File: config.mk
export PLATFORM = sky130hd
export DESIGN_NAME = controller_input_conditioner
export DESIGN_NICKNAME = d
export VERILOG_FILES = /design/src/rtl/controller_input_conditioner_pkg.sv /design/src/rtl/controller_input_conditioner_debounce_bit.sv /design/src/rtl/controller_input_conditioner.sv
export SDC_FILE = /design/constraint.sdc
export NUM_CORES = 1
export LEC_CHECK = 0
export CORE_MARGIN = 2
export CORE_UTILIZATION = 65
export CTS_CLUSTER_DIAMETER = 40
export DETAILED_ROUTE_END_ITERATION = 8
export GPL_ROUTABILITY_DRIVEN = 0
export MAX_ROUTING_LAYER = met4
export PLACE_DENSITY_LB_ADDON = 0.25
export SYNTH_ARGS = -nofsm -noshare
export SYNTH_HDL_FRONTEND = slang
export SYNTH_SLANG_ARGS = --single-unit
File: constraint.sdc
create_clock -name clock -period 3.5 [get_ports clock]
set_input_delay 0.7 -clock clock [delete_from_list [all_inputs] [get_ports clock]]
set_output_delay 0.7 -clock clock [all_outputs]
set_load 0.01 [all_outputs]
File: src/rtl/controller_input_conditioner_pkg.sv
// Shared constants for the controller input conditioner and the I/O block address map.
package controller_input_conditioner_pkg;

  localparam int P_WIDTH                 = 18;
  localparam int NUM_PINS                = 2 * P_WIDTH;
  localparam int DEBOUNCE_CYCLES_DEFAULT = 500000;
  localparam int CNT_W_DEFAULT           = 19;

  // Bit positions inside a player word; bits 9..17 are reserved.
  localparam int BTN_A      = 0;
  localparam int BTN_B      = 1;
  localparam int BTN_JUMP   = 2;
  localparam int BTN_SHIELD = 3;
  localparam int BTN_LEFT   = 4;
  localparam int BTN_RIGHT  = 5;
  localparam int BTN_UP     = 6;
  localparam int BTN_DOWN   = 7;
  localparam int BTN_START  = 8;

endpackage

File: src/rtl/controller_input_conditioner_debounce_bit.sv
// One GPIO pin: 2-flop synchronizer, polarity normalization and counter debounce.
module controller_input_conditioner_debounce_bit
  import controller_input_conditioner_pkg::*;
#(
  parameter int DEBOUNCE_CYCLES = DEBOUNCE_CYCLES_DEFAULT,
  parameter int CNT_W           = CNT_W_DEFAULT,
  parameter int ACTIVE_LOW      = 1
) (
  input  logic clock,
  input  logic reset_btn,
  input  logic pin,
  output logic stable,
  output logic rise,
  output logic toggle
);

  localparam logic POL = (ACTIVE_LOW != 0);
  localparam logic [CNT_W-1:0] CNT_LAST = CNT_W'(DEBOUNCE_CYCLES - 1);

  logic             s1_q, s1_d;
  logic             s2_q, s2_d;
  logic [CNT_W-1:0] cnt_q, cnt_d;
  logic             stable_q, stable_d;
  logic             norm;
  logic             accept;

  // Counter only advances while norm disagrees with stable, so it tops out at CNT_LAST.
  always_comb begin
    norm     = s2_q ^ POL;
    accept   = (norm != stable_q) && (cnt_q == CNT_LAST);
    s1_d     = pin;
    s2_d     = s1_q;
    cnt_d    = cnt_q;
    stable_d = stable_q;
    if (norm == stable_q) begin
      cnt_d = '0;
    end else if (accept) begin
      stable_d = norm;
      cnt_d    = '0;
    end else begin
      cnt_d = cnt_q + CNT_W'(1);
    end
  end

  always_ff @(posedge clock or negedge reset_btn) begin
    if (!reset_btn) begin
      s1_q     <= 1'b0;
      s2_q     <= 1'b0;
      cnt_q    <= '0;
      stable_q <= 1'b0;
    end else begin
      s1_q     <= s1_d;
      s2_q     <= s2_d;
      cnt_q    <= cnt_d;
      stable_q <= stable_d;
    end
  end

  assign stable = stable_q;
  assign toggle = accept;
  assign rise   = accept & norm;

endmodule

File: src/rtl/controller_input_conditioner.sv
// Conditions the 36-pin controller bus into two player words.
// Optional press latching is built only when CTRL_PRESS_LATCH_EN is defined.
module controller_input_conditioner #(
  parameter int NUM_PINS        = controller_input_conditioner_pkg::NUM_PINS,
  parameter int P_WIDTH         = controller_input_conditioner_pkg::P_WIDTH,
  parameter int DEBOUNCE_CYCLES = controller_input_conditioner_pkg::DEBOUNCE_CYCLES_DEFAULT,
  parameter int CNT_W           = controller_input_conditioner_pkg::CNT_W_DEFAULT,
  parameter int ACTIVE_LOW      = 1
) (
  input  logic                clock,
  input  logic                reset_btn,
  input  logic [NUM_PINS-1:0] gpio,
  input  logic                clr_p1,
  input  logic                clr_p2,
  output logic [P_WIDTH-1:0]  p1_state,
  output logic [P_WIDTH-1:0]  p2_state,
  output logic [P_WIDTH-1:0]  p1_press,
  output logic [P_WIDTH-1:0]  p2_press,
  output logic                change
);

  import controller_input_conditioner_pkg::*;

  logic [NUM_PINS-1:0] stable;
  logic [NUM_PINS-1:0] rise;
  logic [NUM_PINS-1:0] toggle;
  logic                change_q, change_d;

  for (genvar g = 0; g < NUM_PINS; g++) begin : g_pin
    controller_input_conditioner_debounce_bit #(
      .DEBOUNCE_CYCLES (DEBOUNCE_CYCLES),
      .CNT_W           (CNT_W),
      .ACTIVE_LOW      (ACTIVE_LOW)
    ) u_db (
      .clock     (clock),
      .reset_btn (reset_btn),
      .pin       (gpio[g]),
      .stable    (stable[g]),
      .rise      (rise[g]),
      .toggle    (toggle[g])
    );
  end

  // One pulse however many pins flip on the same edge.
  always_comb begin
    change_d = |toggle;
  end

  always_ff @(posedge clock or negedge reset_btn) begin
    if (!reset_btn) change_q <= 1'b0;
    else            change_q <= change_d;
  end

`ifdef CTRL_PRESS_LATCH_EN
  logic [NUM_PINS-1:0] press_q, press_d;
  logic [NUM_PINS-1:0] clr_vec;

  // Setting after clearing means a press arriving with a clear is kept.
  always_comb begin
    clr_vec = {{P_WIDTH{clr_p2}}, {P_WIDTH{clr_p1}}};
    press_d = (press_q & ~clr_vec) | rise;
  end

  always_ff @(posedge clock or negedge reset_btn) begin
    if (!reset_btn) press_q <= '0;
    else            press_q <= press_d;
  end

  assign p1_press = press_q[P_WIDTH-1:0];
  assign p2_press = press_q[NUM_PINS-1:P_WIDTH];
`else
  logic unused_press_inputs;
  assign unused_press_inputs = clr_p1 ^ clr_p2 ^ (^rise);
  assign p1_press = '0;
  assign p2_press = '0;
`endif

  assign p1_state = stable[P_WIDTH-1:0];
  assign p2_state = stable[NUM_PINS-1:P_WIDTH];
  assign change   = change_q;

endmodule

Word level (Yosys, flattened, before mapping)
Cells that the tools add are included.
{"block": "classes", "n_addsub": 36, "n_eq_ne": 108, "muxes": 72, "bitwise": 72, "reduce_logical": 73}
{"op": "$mux 19", "n": 72}
{"op": "$add 19x1->19 const B", "n": 36}
{"op": "$eq 19x19->1 const B", "n": 36}
{"op": "$not 1->1", "n": 72}
{"op": "$reduce_and 2->1", "n": 36}
{"op": "$eq 1x1->1", "n": 36}
{"op": "$logic_and 1x1->1", "n": 36}
{"op": "$ne 1x1->1", "n": 36}
{"op": "$reduce_or 36->1", "n": 1}
{"block": "totals", "ff_bits": 793}

Logic depth before layout (Yosys ltp)
Gate-level depths: netlist (run 1).
{"block": "depth", "depth_word": 5, "mapped_depth": 9, "mapped_depth_nobuf": 7}

By module
From an unflattened synthesis (run 1), not the netlist that was laid out.
{"block": "unflattened", "cells_unflattened": 4011, "area_unflattened_um2": 39840.7}
{"module": "controller_input_conditioner_debounce_bit", "n_inst": 36, "cells_per_inst": 110, "area_per_inst_um2": 1096.1, "seq_area_each_um2": 550.5}
{"module": "controller_input_conditioner", "n_inst": 1, "cells_per_inst": 51, "area_per_inst_um2": 382.9, "seq_area_each_um2": 25.0}

Worst setup path after synthesis (run 1)
No wires, ideal clock.
{"block": "synth_timing", "path_kind": "reg2reg", "from": "register g_pin[4].u_db.cnt_q[11]", "to": "register g_pin[4].u_db.cnt_q[12]", "setup_time_ns": 0.119, "t_arrival_ns": 2.051, "slack_ns": 1.330, "path_stages_with_launch": 8, "synth_period_minus_slack_ns": 2.170, "path_cell_list": "dfrtp_1 -> or4b_1 -> or4_1 -> nor4_2 -> nand2b_1 -> buf_6 -> buf_12 -> nor2_1"}
{"block": "synth_between", "elab_chain_cells": 4}
{"element": "start, declared", "line": "controller_input_conditioner_debounce_bit.sv:22", "rtl": "logic [CNT_W-1:0] cnt_q, cnt_d;"}
{"element": "start signal, assigned", "line": "controller_input_conditioner_debounce_bit.sv:54", "rtl": "cnt_q <= cnt_d;"}
{"element": "parallel branches: the longest is 2 deep, another holds $add 19x1->19"}
{"element": "$mux 19 (*)", "line": "controller_input_conditioner_debounce_bit.sv:37", "rtl": "end else if (accept) begin"}
{"element": "$mux 19 (*)", "line": "controller_input_conditioner_debounce_bit.sv:35", "rtl": "if (norm == stable_q) begin"}
{"element": "net g_pin[4].u_db.cnt_d[12]", "line": "controller_input_conditioner_debounce_bit.sv:22"}
Mark *: on every way through the listed nets, which the timed path passes.
A chain may end at the register's enable or synchronous reset.

Worst setup path in the final report (run 1)
{"block": "layout_timing", "from": "register g_pin[4].u_db.cnt_q[11]", "to": "register g_pin[4].u_db.cnt_q[13]"}
The elaborated chain is that of the path after synthesis.

==> tab_implementation.tex, run 1 <==
\begin{tabular}{lr}
\hline
Metric & Value \\
\hline
\multicolumn{2}{l}{\textbf{Floorplanning}} \\
X dimension of the die & $\sim$240 um \\
Top-level I/O count & $\sim$110 \\
Starting utilization of the core area & between 60\% and 70\% \\
Placeable core region & roughly 56000 um\^{}2 \\
Row count & slightly below 90 \\
DIE AREA & slightly below 60000 um\^{}2 \\
Overall die height & about 240 um \\
\multicolumn{2}{l}{\textbf{GRT}} \\
Vias in the first global route & around 25k \\
Number of antenna violations at the first check in global routing & 0 \\
Combined global-route utilization of all metal layers & between 20\% and 30\% \\
Maximum number of pins on one net before global-route repair & a little over 80 \\
Grt met2 use & a little under two fifths \\
Global-route track usage on met3 & 3.78\% \\
Met1 capacity usage during global routing & roughly 32\% \\
Wire length of the first global-routing pass & roughly 120 mm \\
Total overflow reported by the global router & 0 \\
Layer with the highest usage & met2 \\
\multicolumn{2}{l}{\textbf{Clock tree}} \\
Later-pin clock latency in the skew report & $\sim$650 ps \\
Cells resized by post-CTS repair & 0 \\
TritonCTS clock tree & yes \\
Clock buffer count from CTS & approximately 100 \\
Clock tree buffer depth & 3 \\
H-tree Lvls & 3 \\
Hold buffer count at CTS & 0 \\
Total setup buffers inserted after CTS & 0 \\
Clock root cell & clkbuf\_16 \\
CTS clk-pin slew, worst paths & 50 ps \\
Number of sinks on the clock net & slightly below 800 \\
\multicolumn{2}{l}{\textbf{Route}} \\
Via count & 25.3k \\
Total wire length after detailed routing & between 60 and 70 mm \\
Violation count after the first detailed-routing iteration & 1386 \\
DR vias/cell & approximately 5.5 \\
Post-detailed-route count of antenna-violating nets & 0 \\
Total DRC errors in the routed layout & 0 \\
Avg WL per Cell & roughly 15 um \\
DRT Pass-1 Iters & 5 \\
\multicolumn{2}{l}{\textbf{Setup path}} \\
Endpoint required time on the critical path & roughly 4000 ps \\
Slack of the worst reg-to-reg path & about 760 ps \\
Crit-path slowest cell & nand2b\_1 \\
Startpoint kind of the worst setup timing path & register \\
Worst Path Class, Setup & reg2reg \\
Origin of the worst setup path & g\_pin[4].u\_db.cnt\_q[11] \\
R2R cell count & 5 \\
Top cell family by delay on the critical path & simple AND/OR/NAND/NOR gates \\
WP data arrival & around 3200 ps \\
Critical register-to-register path startpoint & g\_pin[4].u\_db.cnt\_q[11] \\
Cell-by-cell trace of the critical path & or4b\_1, or4\_1, nor4\_2, nand2b\_1, nor2\_1 \\
Crit. End Element & register \\
End of the worst register-to-register path & g\_pin[4].u\_db.cnt\_q[13] \\
Last element of the critical path & g\_pin[4].u\_db.cnt\_q[13] \\
Longest individual stage delay on the worst path & around 640 ps \\
Crit path max fanout & 19 \\
Cell depth of the worst setup path & 5 \\
CP bufs+invs & 0 \\
\multicolumn{2}{l}{\textbf{Yosys}} \\
Cells after Synth & 3671 \\
Share of synthesized registers carrying an async set or reset & 100\% \\
Unique masters post-synth & 43 \\
Adder-cell share of the synthesized area & under 10\% \\
Fraction of the mapped netlist area in simple logic gates & 25.6\% \\
Share of synthesized area spent on multiplexers & less than 1\% \\
Sequential element share of the synthesized area & $\sim$54\% \\
Post-synthesis compound-gate area fraction & less than 1\% \\
Combinational family with the most area after synthesis & simple AND/OR/NAND/NOR gates \\
Mean instance size in the synthesized netlist & around 10 um\^{}2 \\
Commonest register cell after synthesis & dfrtp\_1 \\
Cell Area, Synth & roughly 37000 um\^{}2 \\
EDFF count, synth & 0 \\
Synthesized-area fraction occupied by xor and xnor cells & between 15 and 20\% \\
Yosys warning count & 0 \\
Total of flip-flops plus latches after synthesis & slightly below 800 \\
\multicolumn{2}{l}{\textbf{Timing}} \\
Highest attainable clock frequency & about 0.36 GHz \\
Hold slack final & between 80 and 90 ps \\
Setup WS post-layout & roughly 760 ps \\
Setup repair after global routing missed its margin & no \\
Final count of pins violating max slew & 0 \\
Total of endpoints with negative setup slack in the final report & 0 \\
Clk\_skew & around 17 ps \\
Fin. Hold Viols & 0 \\
Max\_slew headroom & a little under half \\
Slew at the pin closest to its max-slew limit & between 800 and 900 ps \\
Final worst-path cycle share & 78.4\% \\
Sum of negative setup slack & 0 ps \\
Tmin final & approximately 2700 ps \\
\multicolumn{2}{l}{\textbf{Placed design}} \\
Cell Area, Placed & 38000 um\^{}2 \\
Detailed placer's ending HPWL & 42.4 mm \\
IO Port Bufs & 74 \\
Setup WS pre-CTS & 747 ps \\
Cell total after placement & between 4k and 5k \\
\multicolumn{2}{l}{\textbf{Final layout}} \\
Fraction of final layout cells sized beyond drive strength 1 & around 6\% \\
Nets & 3838 \\
Non-Filler Instances & between 4k and 5k \\
Fin area & between 40000 and 50000 um\^{}2 \\
Commonest cells after routing, fill and taps aside & 793 x dfrtp\_1, 757 x nor2\_1, 383 x xor2\_1 \\
Most common cell after layout, fill and taps aside & dfrtp\_1 \\
Number of fill cells in the layout & $\sim$4.0k \\
Area Growth Syn to Fin & 13.1\% \\
Antenna cell count & 0 \\
\multicolumn{2}{l}{\textbf{Run status}} \\
Outcome & finished, final reports clean \\
\multicolumn{2}{l}{\textbf{Pwr}} \\
Worst supply voltage drop on vdd & 0.462 mV \\
Leakage power total & 18.1 nW \\
Pwr per Cell Area & around 500 nW/um\^{}2 \\
\multicolumn{2}{l}{\textbf{Hold path}} \\
Class of the tightest hold or removal check & in2async \\
\multicolumn{2}{l}{\textbf{Job}} \\
Number of maximum-capacitance violations & 0 \\
\hline
\end{tabular}
[cell families (layout without fill, tap and decap cells)]
family,after synthesis,in the layout
DFF,793,793
muxes,11,11
buffers and inverters,214,357
xor gates and xnor gates,632,632
and+or+nand+nor,1928,1928
AOI/OAI and AO/OA,56,56
adders and majority gates,36,36
other,1,36
[worst reg2reg max path, cell delays in order, from the launching register on]
cell and delay [ps]:
dfrtp_1 430, or4b_1 520, or4_1 500, nor4_2 380, nand2b_1 640, nor2_1 130
[how the worst min path moves through the flow]
stage                             start                    end  cells past startpoint  slack (ps)
floorplan            g_pin[0].u_db.s1_q     g_pin[0].u_db.s2_q                      0         330
global placement    g_pin[27].u_db.s1_q    g_pin[27].u_db.s2_q                      0         330
detailed placement  g_pin[35].u_db.s1_q    g_pin[35].u_db.s2_q                      0         330
CTS                           reset_btn  g_pin[21].u_db.stable                      1          80
global route                  reset_btn  g_pin[21].u_db.stable                      1         120
finish                        reset_btn  g_pin[21].u_db.stable                      1          80
[cell usage after synthesis, drive strengths merged (22+ instances only)]
cell type,instances,area (um^2)
nand3,269,1350
clkbuf,38,143
ha,36,450
and4,58,508
nor3,72,365
dfrtp,793,19800
inv,70,263
nor2b,22,138
o21ai,38,190
nor4,70,444
nand2,261,985
or4,22,165
and3,97,609
xor2,383,3350
nand4,164,1030
nor2,757,2840
xnor2,249,2180
buf,106,763
and2,29,181
[stage by stage]
step                      power [mW]  utilization [%]
after floorplan                 9.91                -
after global placement          10.2             67.7
after detailed placement        10.2             67.7
after CTS                       21.1             74.2
after global routing            21.6             74.2
final                           20.8             74.2
[area by class of cell]
cell class	instances	area, um^2	share of cell area [%]
clock buffer	124	2870	6.90
clock inverter	69	764	1.84
inverter	70	263	0.631
multi-input combinational	2699	16000	38.3
sequential	793	19800	47.6
tap	756	946	2.27
timing repair buffer	94	1010	2.42
[power by group]
group	internal [mW]	leakage [nW]	switching, mW	total [mW]
combinational	0.180	5.52	0.418	0.598
sequential	9.32	10.8	0.122	9.44
clock	6.62	1.75	4.17	10.8
total	16.1	18.1	4.71	20.8
[metal layers]
layer	vias to the layer above	part of all wire [%]	wire, um
met4	0	2.0	1330
met1	12400	47	31400
met3	112	3.4	2250
li1	12500	-	-
met2	352	48	32000
met5	-	0	0
[flip-flops by register name, indices dropped and copies added, names as in the netlist]
name and count:
change 1, g_pin.u_db.s1_q 36, g_pin.u_db.stable 36, g_pin.u_db.cnt_q 684, g_pin.u_db.s2_q 36
No activity file was read; power rests on OpenSTA's default activity.
==> inputs of run 2 (changes only) <==
Settings changed: CORE_UTILIZATION 65 to 62.
Clock period 3.5 ns to 2.7 ns, I/O delays scaled along.
==> run 2 against run 1 <==
Against the previous run: total power rose by 32%; global-route usage down 0.44 points; flip-flop and latch count unchanged; worst hold slack gained 250 ps; first-iteration DRC count is 6.3% higher; count of clock-buffer cells in the layout shrank 2; maximum frequency grew 15%; non-clock buffer count grew 38; die area grew 4.8%; via count up 0.15%; register-to-register slack lost 450 ps; largest cell class unchanged.
==> tab_implementation.tex, run 2 (synthesis gave the netlist of run 1 again) <==
\begin{tabular}{lr}
\hline
Metric & Value \\
\hline
\multicolumn{2}{l}{\textbf{Route}} \\
Via count & 25.4k (+0.15\%) \\
Violation count after the first detailed-routing iteration & 1474 (+6.3\%) \\
Total DRC errors in the routed layout & 0 (unchanged) \\
DR vias/cell & 5.43 (-1.2\%) \\
DRT Pass-1 Iters & 5 (unchanged) \\
Avg WL per Cell & 14.4 um (-0.75\%) \\
Total wire length after detailed routing & 67.3 mm (+0.56\%) \\
Post-detailed-route count of antenna-violating nets & 0 (unchanged) \\
\multicolumn{2}{l}{\textbf{GRT}} \\
Combined global-route utilization of all metal layers & 23.5\% (-0.44 points) \\
Maximum number of pins on one net before global-route repair & 98 (+20\%) \\
Wire length of the first global-routing pass & 118 mm (+1.2\%) \\
Number of antenna violations at the first check in global routing & 2 (+2) \\
Vias in the first global route & 25.1k (+1.2\%) \\
Total overflow reported by the global router & 0 (unchanged) \\
\multicolumn{2}{l}{\textbf{Timing}} \\
Sum of negative setup slack & 0 ps (unchanged) \\
Max\_slew headroom & 48.9\% (+3.5 points) \\
Clk\_skew & 22.7 ps (+5.85 ps) \\
Final worst-path cycle share & 88.6\% (+10 points) \\
Setup repair after global routing missed its margin & no \\
Highest attainable clock frequency & 0.418 GHz (+15\%) \\
Setup WS post-layout & 307 ps (-451 ps) \\
Slew at the pin closest to its max-slew limit & 759 ps (-51.5 ps) \\
Total of endpoints with negative setup slack in the final report & 0 (unchanged) \\
Tmin final & 2390 ps (-349 ps) \\
Final count of pins violating max slew & 0 (unchanged) \\
Fin. Hold Viols & 0 (unchanged) \\
\multicolumn{2}{l}{\textbf{Pwr}} \\
Leakage power total & 18.4 nW (+1.5\%) \\
Worst supply voltage drop on vdd & 0.706 mV (+53\%) \\
Pwr per Cell Area & 651 nW/um\^{}2 (+30\%) \\
\multicolumn{2}{l}{\textbf{Floorplanning}} \\
X dimension of the die & 248 um (+2.4\%) \\
DIE AREA & 61400 um\^{}2 (+4.8\%) \\
Starting utilization of the core area & 62.5\% (-3.0 points) \\
Row count & 89 (+2.3\%) \\
Placeable core region & 58900 um\^{}2 (+4.9\%) \\
Top-level I/O count & 113 (unchanged) \\
Overall die height & 248 um (+2.4\%) \\
\multicolumn{2}{l}{\textbf{Clock tree}} \\
Clock buffer count from CTS & 108 (+3.8\%) \\
TritonCTS clock tree & yes \\
Clock root cell & clkbuf\_16 \\
Number of sinks on the clock net & 793 (unchanged) \\
Cells resized by post-CTS repair & 0 (unchanged) \\
Clock tree buffer depth & 3 (unchanged) \\
CTS clk-pin slew, worst paths & 60 ps (about the same) \\
H-tree Lvls & 3 (unchanged) \\
Later-pin clock latency in the skew report & 640 ps (about the same) \\
\multicolumn{2}{l}{\textbf{Setup path}} \\
Worst Path Class, Setup & reg2reg \\
R2R cell count & 6 (+1) \\
Endpoint required time on the critical path & 3210 ps (-780 ps) \\
Crit. End Element & register \\
Cell-by-cell trace of the critical path & or4b\_1, or4\_1, nor4\_2, nand2b\_1, buf\_4, nor2\_1 \\
Crit-path slowest cell & or4b\_1 \\
Crit path max fanout & 19 (unchanged) \\
Origin of the worst setup path & g\_pin[4].u\_db.cnt\_q[11] \\
Slack of the worst reg-to-reg path & 310 ps (-450 ps) \\
WP data arrival & 2910 ps (-320 ps) \\
End of the worst register-to-register path & g\_pin[4].u\_db.cnt\_q[4] \\
Startpoint kind of the worst setup timing path & register \\
Longest individual stage delay on the worst path & 520 ps (-120 ps) \\
Critical register-to-register path startpoint & g\_pin[4].u\_db.cnt\_q[11] \\
\multicolumn{2}{l}{\textbf{Placed design}} \\
IO Port Bufs & 74 (unchanged) \\
Setup WS pre-CTS & 200 ps (-546 ps) \\
Detailed placer's ending HPWL & 43.7 mm (+3.1\%) \\
\multicolumn{2}{l}{\textbf{Hold path}} \\
End point of the most critical hold path & g\_pin[26].u\_db.s1\_q \\
Worst Hold Depth & 1 \\
Start point of the worst hold path & gpio[26] \\
Class of the tightest hold or removal check & in2reg \\
\multicolumn{2}{l}{\textbf{Job}} \\
Number of maximum-capacitance violations & 0 (unchanged) \\
\multicolumn{2}{l}{\textbf{Final layout}} \\
Largest register FFs & 684 (unchanged) \\
Area Growth Syn to Fin & 14.3\% \\
Most common cell after layout, fill and taps aside & dfrtp\_1 \\
Register with the most flip-flops & g\_pin.u\_db.cnt\_q \\
Nets & 3880 (+1.1\%) \\
Fraction of final layout cells sized beyond drive strength 1 & 7.07\% (+1.0 points) \\
Commonest cells after routing, fill and taps aside & 793 x dfrtp\_1, 757 x nor2\_1, 383 x xor2\_1 \\
\multicolumn{2}{l}{\textbf{Run status}} \\
Outcome & finished, final reports clean \\
\hline
\end{tabular}
run 2: area by class of cell:
type	count	area (um^2)
sequential	793	19800
fill	4229	16800
multi-input combinational	2699	16000
clock buffer	122	2870
timing repair buffer	132	1360
tap	773	967
clock inverter	76	858
inverter	70	263
antenna	1	2.50
run 2: repair_timing:
item,in CTS,in global routing
hold buffers,1,0
buffers inserted,0,0
hold endpoints to repair,35,0
run 2: power breakdown:
group / switching, mW / internal (mW)
registers: 0.157 / 12.1
clock network: 5.54 / 8.83
logic: 0.560 / 0.277
total: 6.26 / 21.2
run 2: worst max-delay path by stage:
stage | depth (start not counted) | slack, ps | to
final | 6 | 310 | g_pin[4].u_db.cnt_q[4]
after global routing | 7 | 90 | change
after CTS | 7 | 190 | change
after detailed placement | 7 | 200 | change
after global placement | 7 | 270 | change
after floorplan | 7 | 530 | g_pin[4].u_db.cnt_q[12]
run 2: worst max-delay path, delay by kind of cell (launching register included):
family                 cells  cell delay (ps)
buffers and inverters      1              220
flip-flops                 1              430
AND/OR/NAND/NOR            5             1620
run 2: through the flow:
stage | utilization [%] | std cells | hold WS [ps] | area, um^2 | total power [mW]
after floorplan | - | 3706 | 244 | 37000 | 12.9
after global placement | 65.2 | 4466 | 332 | 38400 | 13.3
after detailed placement | 65.2 | 4466 | 335 | 38400 | 13.3
after CTS | 71.5 | 4665 | 300 | 42100 | 27.7
after global routing | 71.5 | 4666 | 300 | 42100 | 28.4
final | 71.5 | 4666 | 333 | 42100 | 27.4
run 2: metal layers:
metal  share of wire (%)  routed length [um]  GRT usage (%)  vias to the layer above
met5                   0                   0              -                        -
met3                 3.4                2290           4.22                      115
li1                    -                   -              -                    12600
met2                  48               32600           37.9                      310
met1                  46               31000           30.9                    12400
met4                 2.1                1390           6.25                        0
==> inputs of run 3 (changes only) <==
Settings changed: CORE_ASPECT_RATIO from default to 0.5.
==> run 3 against run 2 <==
Against the previous run: routed wire length decreased by 1.9%; critical path depth increased by 2; final area decreased by 3.5%; largest power group is now registers; highest routed layer unchanged.
==> tab_implementation.tex, run 3 (synthesis gave the netlist of run 1 again) <==
\begin{tabular}{lr}
\hline
Metric & Value \\
\hline
\multicolumn{2}{l}{\textbf{Route}} \\
DR vias/cell & 5.51 (+1.3\%) \\
Violation count after the first detailed-routing iteration & 1558 (+5.7\%) \\
Total DRC errors in the routed layout & 0 (unchanged) \\
Via count & 25.3k (-0.37\%) \\
Total wire length after detailed routing & 66.0 mm (-1.9\%) \\
Post-detailed-route count of antenna-violating nets & 0 (unchanged) \\
DRT Pass-1 Iters & 5 (unchanged) \\
Avg WL per Cell & 14.4 um (-0.27\%) \\
\multicolumn{2}{l}{\textbf{Timing}} \\
Highest attainable clock frequency & 0.416 GHz (-0.47\%) \\
Tmin final & 2400 ps (+11.3 ps) \\
Final count of pins violating max slew & 0 (unchanged) \\
Setup repair after global routing missed its margin & no \\
Clk\_skew & 19.0 ps (-3.71 ps) \\
Final worst-path cycle share & 89.1\% (+0.42 points) \\
Fin. Hold Viols & 0 (unchanged) \\
Sum of negative setup slack & 0 ps (unchanged) \\
Slew at the pin closest to its max-slew limit & 792 ps (+32.2 ps) \\
Total of endpoints with negative setup slack in the final report & 0 (unchanged) \\
Max\_slew headroom & 46.7\% (-2.2 points) \\
\multicolumn{2}{l}{\textbf{Final layout}} \\
Area used by multi-input combinational logic & 16000 um\^{}2 (about the same) \\
Register with the most flip-flops & g\_pin.u\_db.cnt\_q \\
Largest register FFs & 684 (unchanged) \\
Nets & 3833 (-1.2\%) \\
Most common cell after layout, fill and taps aside & dfrtp\_1 \\
Area Growth Syn to Fin & 10.4\% \\
Commonest cells after routing, fill and taps aside & 793 x dfrtp\_1, 757 x nor2\_1, 383 x xor2\_1 \\
Non-Filler Instances & 4588 (-1.7\%) \\
Number of fill cells in the layout & 4367 (+3.3\%) \\
Storage cell area & 19800 um\^{}2 (unchanged) \\
Fraction of final layout cells sized beyond drive strength 1 & 4.68\% (-2.4 points) \\
\multicolumn{2}{l}{\textbf{Clock tree}} \\
Total setup buffers inserted after CTS & 0 (unchanged) \\
Number of sinks on the clock net & 793 (unchanged) \\
CTS clk-pin slew, worst paths & 60 ps (about the same) \\
TritonCTS clock tree & yes \\
H-tree Lvls & 3 (unchanged) \\
Clock tree buffer depth & 3 (unchanged) \\
Clock root cell & clkbuf\_16 \\
Later-pin clock latency in the skew report & 610 ps (-30 ps) \\
Clock buffer count from CTS & 73 (-32\%) \\
\multicolumn{2}{l}{\textbf{Placed design}} \\
Detailed placer's ending HPWL & 44.3 mm (+1.3\%) \\
IO Port Bufs & 74 (unchanged) \\
Cell total after placement & 4461 (-0.11\%) \\
\multicolumn{2}{l}{\textbf{Setup path}} \\
Crit path max fanout & 5 (-14) \\
Longest individual stage delay on the worst path & 670 ps (+150 ps) \\
Top cell family by delay on the critical path & simple AND/OR/NAND/NOR gates \\
Crit-path slowest cell & or4\_1 \\
Worst Path Class, Setup & reg2reg \\
CP bufs+invs & 1 (unchanged) \\
Endpoint required time on the critical path & 3150 ps (-60 ps) \\
Startpoint kind of the worst setup timing path & register \\
Cell-by-cell trace of the critical path & ha\_1, and3\_1, nand2\_1, nor4\_1, or4\_1, nor3\_1, buf\_4, nand4\_1 \\
Crit. End Element & register \\
WP data arrival & 2860 ps (-50 ps) \\
\multicolumn{2}{l}{\textbf{Pwr}} \\
Share of power burned in registers & 52.4\% (+7.8 points) \\
Worst supply voltage drop on vdd & 0.454 mV (-36\%) \\
Power share of the clock group & 44.1\% (-8.3 points) \\
Internal power of the cells & 18.2 mW (-14\%) \\
Switching power & 5.15 mW (-18\%) \\
Gate power share & 3.5\% (+0.4 points) \\
Sw Ratio & 22.1\% (-0.75 points) \\
Pwr per Cell Area & 574 nW/um\^{}2 (-12\%) \\
Leakage power total & 17.7 nW (-3.9\%) \\
\multicolumn{2}{l}{\textbf{Floorplanning}} \\
X dimension of the die & 349 um (+41\%) \\
DIE AREA & 61500 um\^{}2 (+0.19\%) \\
Starting utilization of the core area & 62.5\% (about the same) \\
Placeable core region & 59000 um\^{}2 (about the same) \\
Row count & 63 (-29\%) \\
Top-level I/O count & 113 (unchanged) \\
Overall die height & 176 um (-29\%) \\
\multicolumn{2}{l}{\textbf{Job}} \\
Number of maximum-capacitance violations & 0 (unchanged) \\
\multicolumn{2}{l}{\textbf{GRT}} \\
Maximum number of pins on one net before global-route repair & 104 (+6.1\%) \\
Combined global-route utilization of all metal layers & 22.8\% (-0.66 points) \\
Vias in the first global route & 25.1k (-0.016\%) \\
Total overflow reported by the global router & 0 (unchanged) \\
Number of antenna violations at the first check in global routing & 0 (-2) \\
Wire length of the first global-routing pass & 116 mm (-1.6\%) \\
\multicolumn{2}{l}{\textbf{Hold path}} \\
Class of the tightest hold or removal check & reg2reg \\
\multicolumn{2}{l}{\textbf{Run status}} \\
Outcome & finished, final reports clean \\
\hline
\end{tabular}
-- run 3: changes by cell type in the layout (fill, tap and decap cells not counted), sizes merged --
cell	before	now
clkinvlp	10	1
inv	94	76
clkinv	31	9
bufinv	11	2
clkbuf	122	107
buf	58	46
-- run 3: final timing paths --
kind / from / endpoint / slack [ps] / cells after the start
setup / recovery: g_pin[15].u_db.cnt_q[0] / change / 300 / 8
hold / removal: g_pin[20].u_db.s1_q / g_pin[20].u_db.s2_q / 340 / 0
setup reg to reg: g_pin[15].u_db.cnt_q[0] / change / 300 / 8
hold reg to reg: g_pin[20].u_db.s1_q / g_pin[20].u_db.s2_q / 340 / 0
max in group asynchronous: reset_btn / g_pin[15].u_db.cnt_q[11] / 1380 / 4
min in group asynchronous: reset_btn / g_pin[7].u_db.cnt_q[10] / 430 / 2
-- run 3: power groups by stage --
stage / Sequential, mW / Combinational [mW] / Clock (mW)
finish: 12.2 / 0.813 / 10.3
global placement: 12.4 / 0.811 / 0
global route: 12.2 / 0.951 / 11.0
floorplan: 12.4 / 0.445 / 0
CTS: 12.2 / 0.843 / 10.5
detailed placement: 12.4 / 0.832 / 0
-- run 3: per-stage QoR --
step / worst slack, ps / power (mW) / cell area [um^2] / hold slack, ps / util (%)
after detailed placement: 192 / 13.3 / 38300 / 335 / 64.9
after CTS: 149 / 23.6 / 40600 / 333 / 68.9
final: 295 / 23.3 / 40700 / 342 / 69.0
after global placement: 236 / 13.2 / 38300 / 333 / 64.9
after floorplan: 530 / 12.9 / 37000 / 244 / -
after global routing: 146 / 24.2 / 40700 / 338 / 69.0
-- run 3: final cells by class --
class,instances,share of cell area (%)
Inverter,70,0.646
Antenna cell,1,0.00615
Multi-Input combinational cell,2699,39.3
Clock buffer,107,5.39
Clock inverter,18,0.412
Sequential cell,793,48.8
Timing Repair Buffer,120,3.06
Tap cell,780,2.40
-- run 3: metal layers --
layer	wire (um)	global-route usage [%]	vias up
li1	-	-	12400
met1	31400	31.1	12400
met2	31400	36.6	318
met3	2000	3.37	116
met4	1210	5.19	0
met5	0	-	-
-- run 3: repair_timing --
| item | CTS | global route |
|---|---|---|
| hold buffers | 1 | 0 |
| resized for setup | 0 | 1 |
| hold endpoints to repair | 29 | 0 |
| setup endpoints to repair | 0 | 1 |
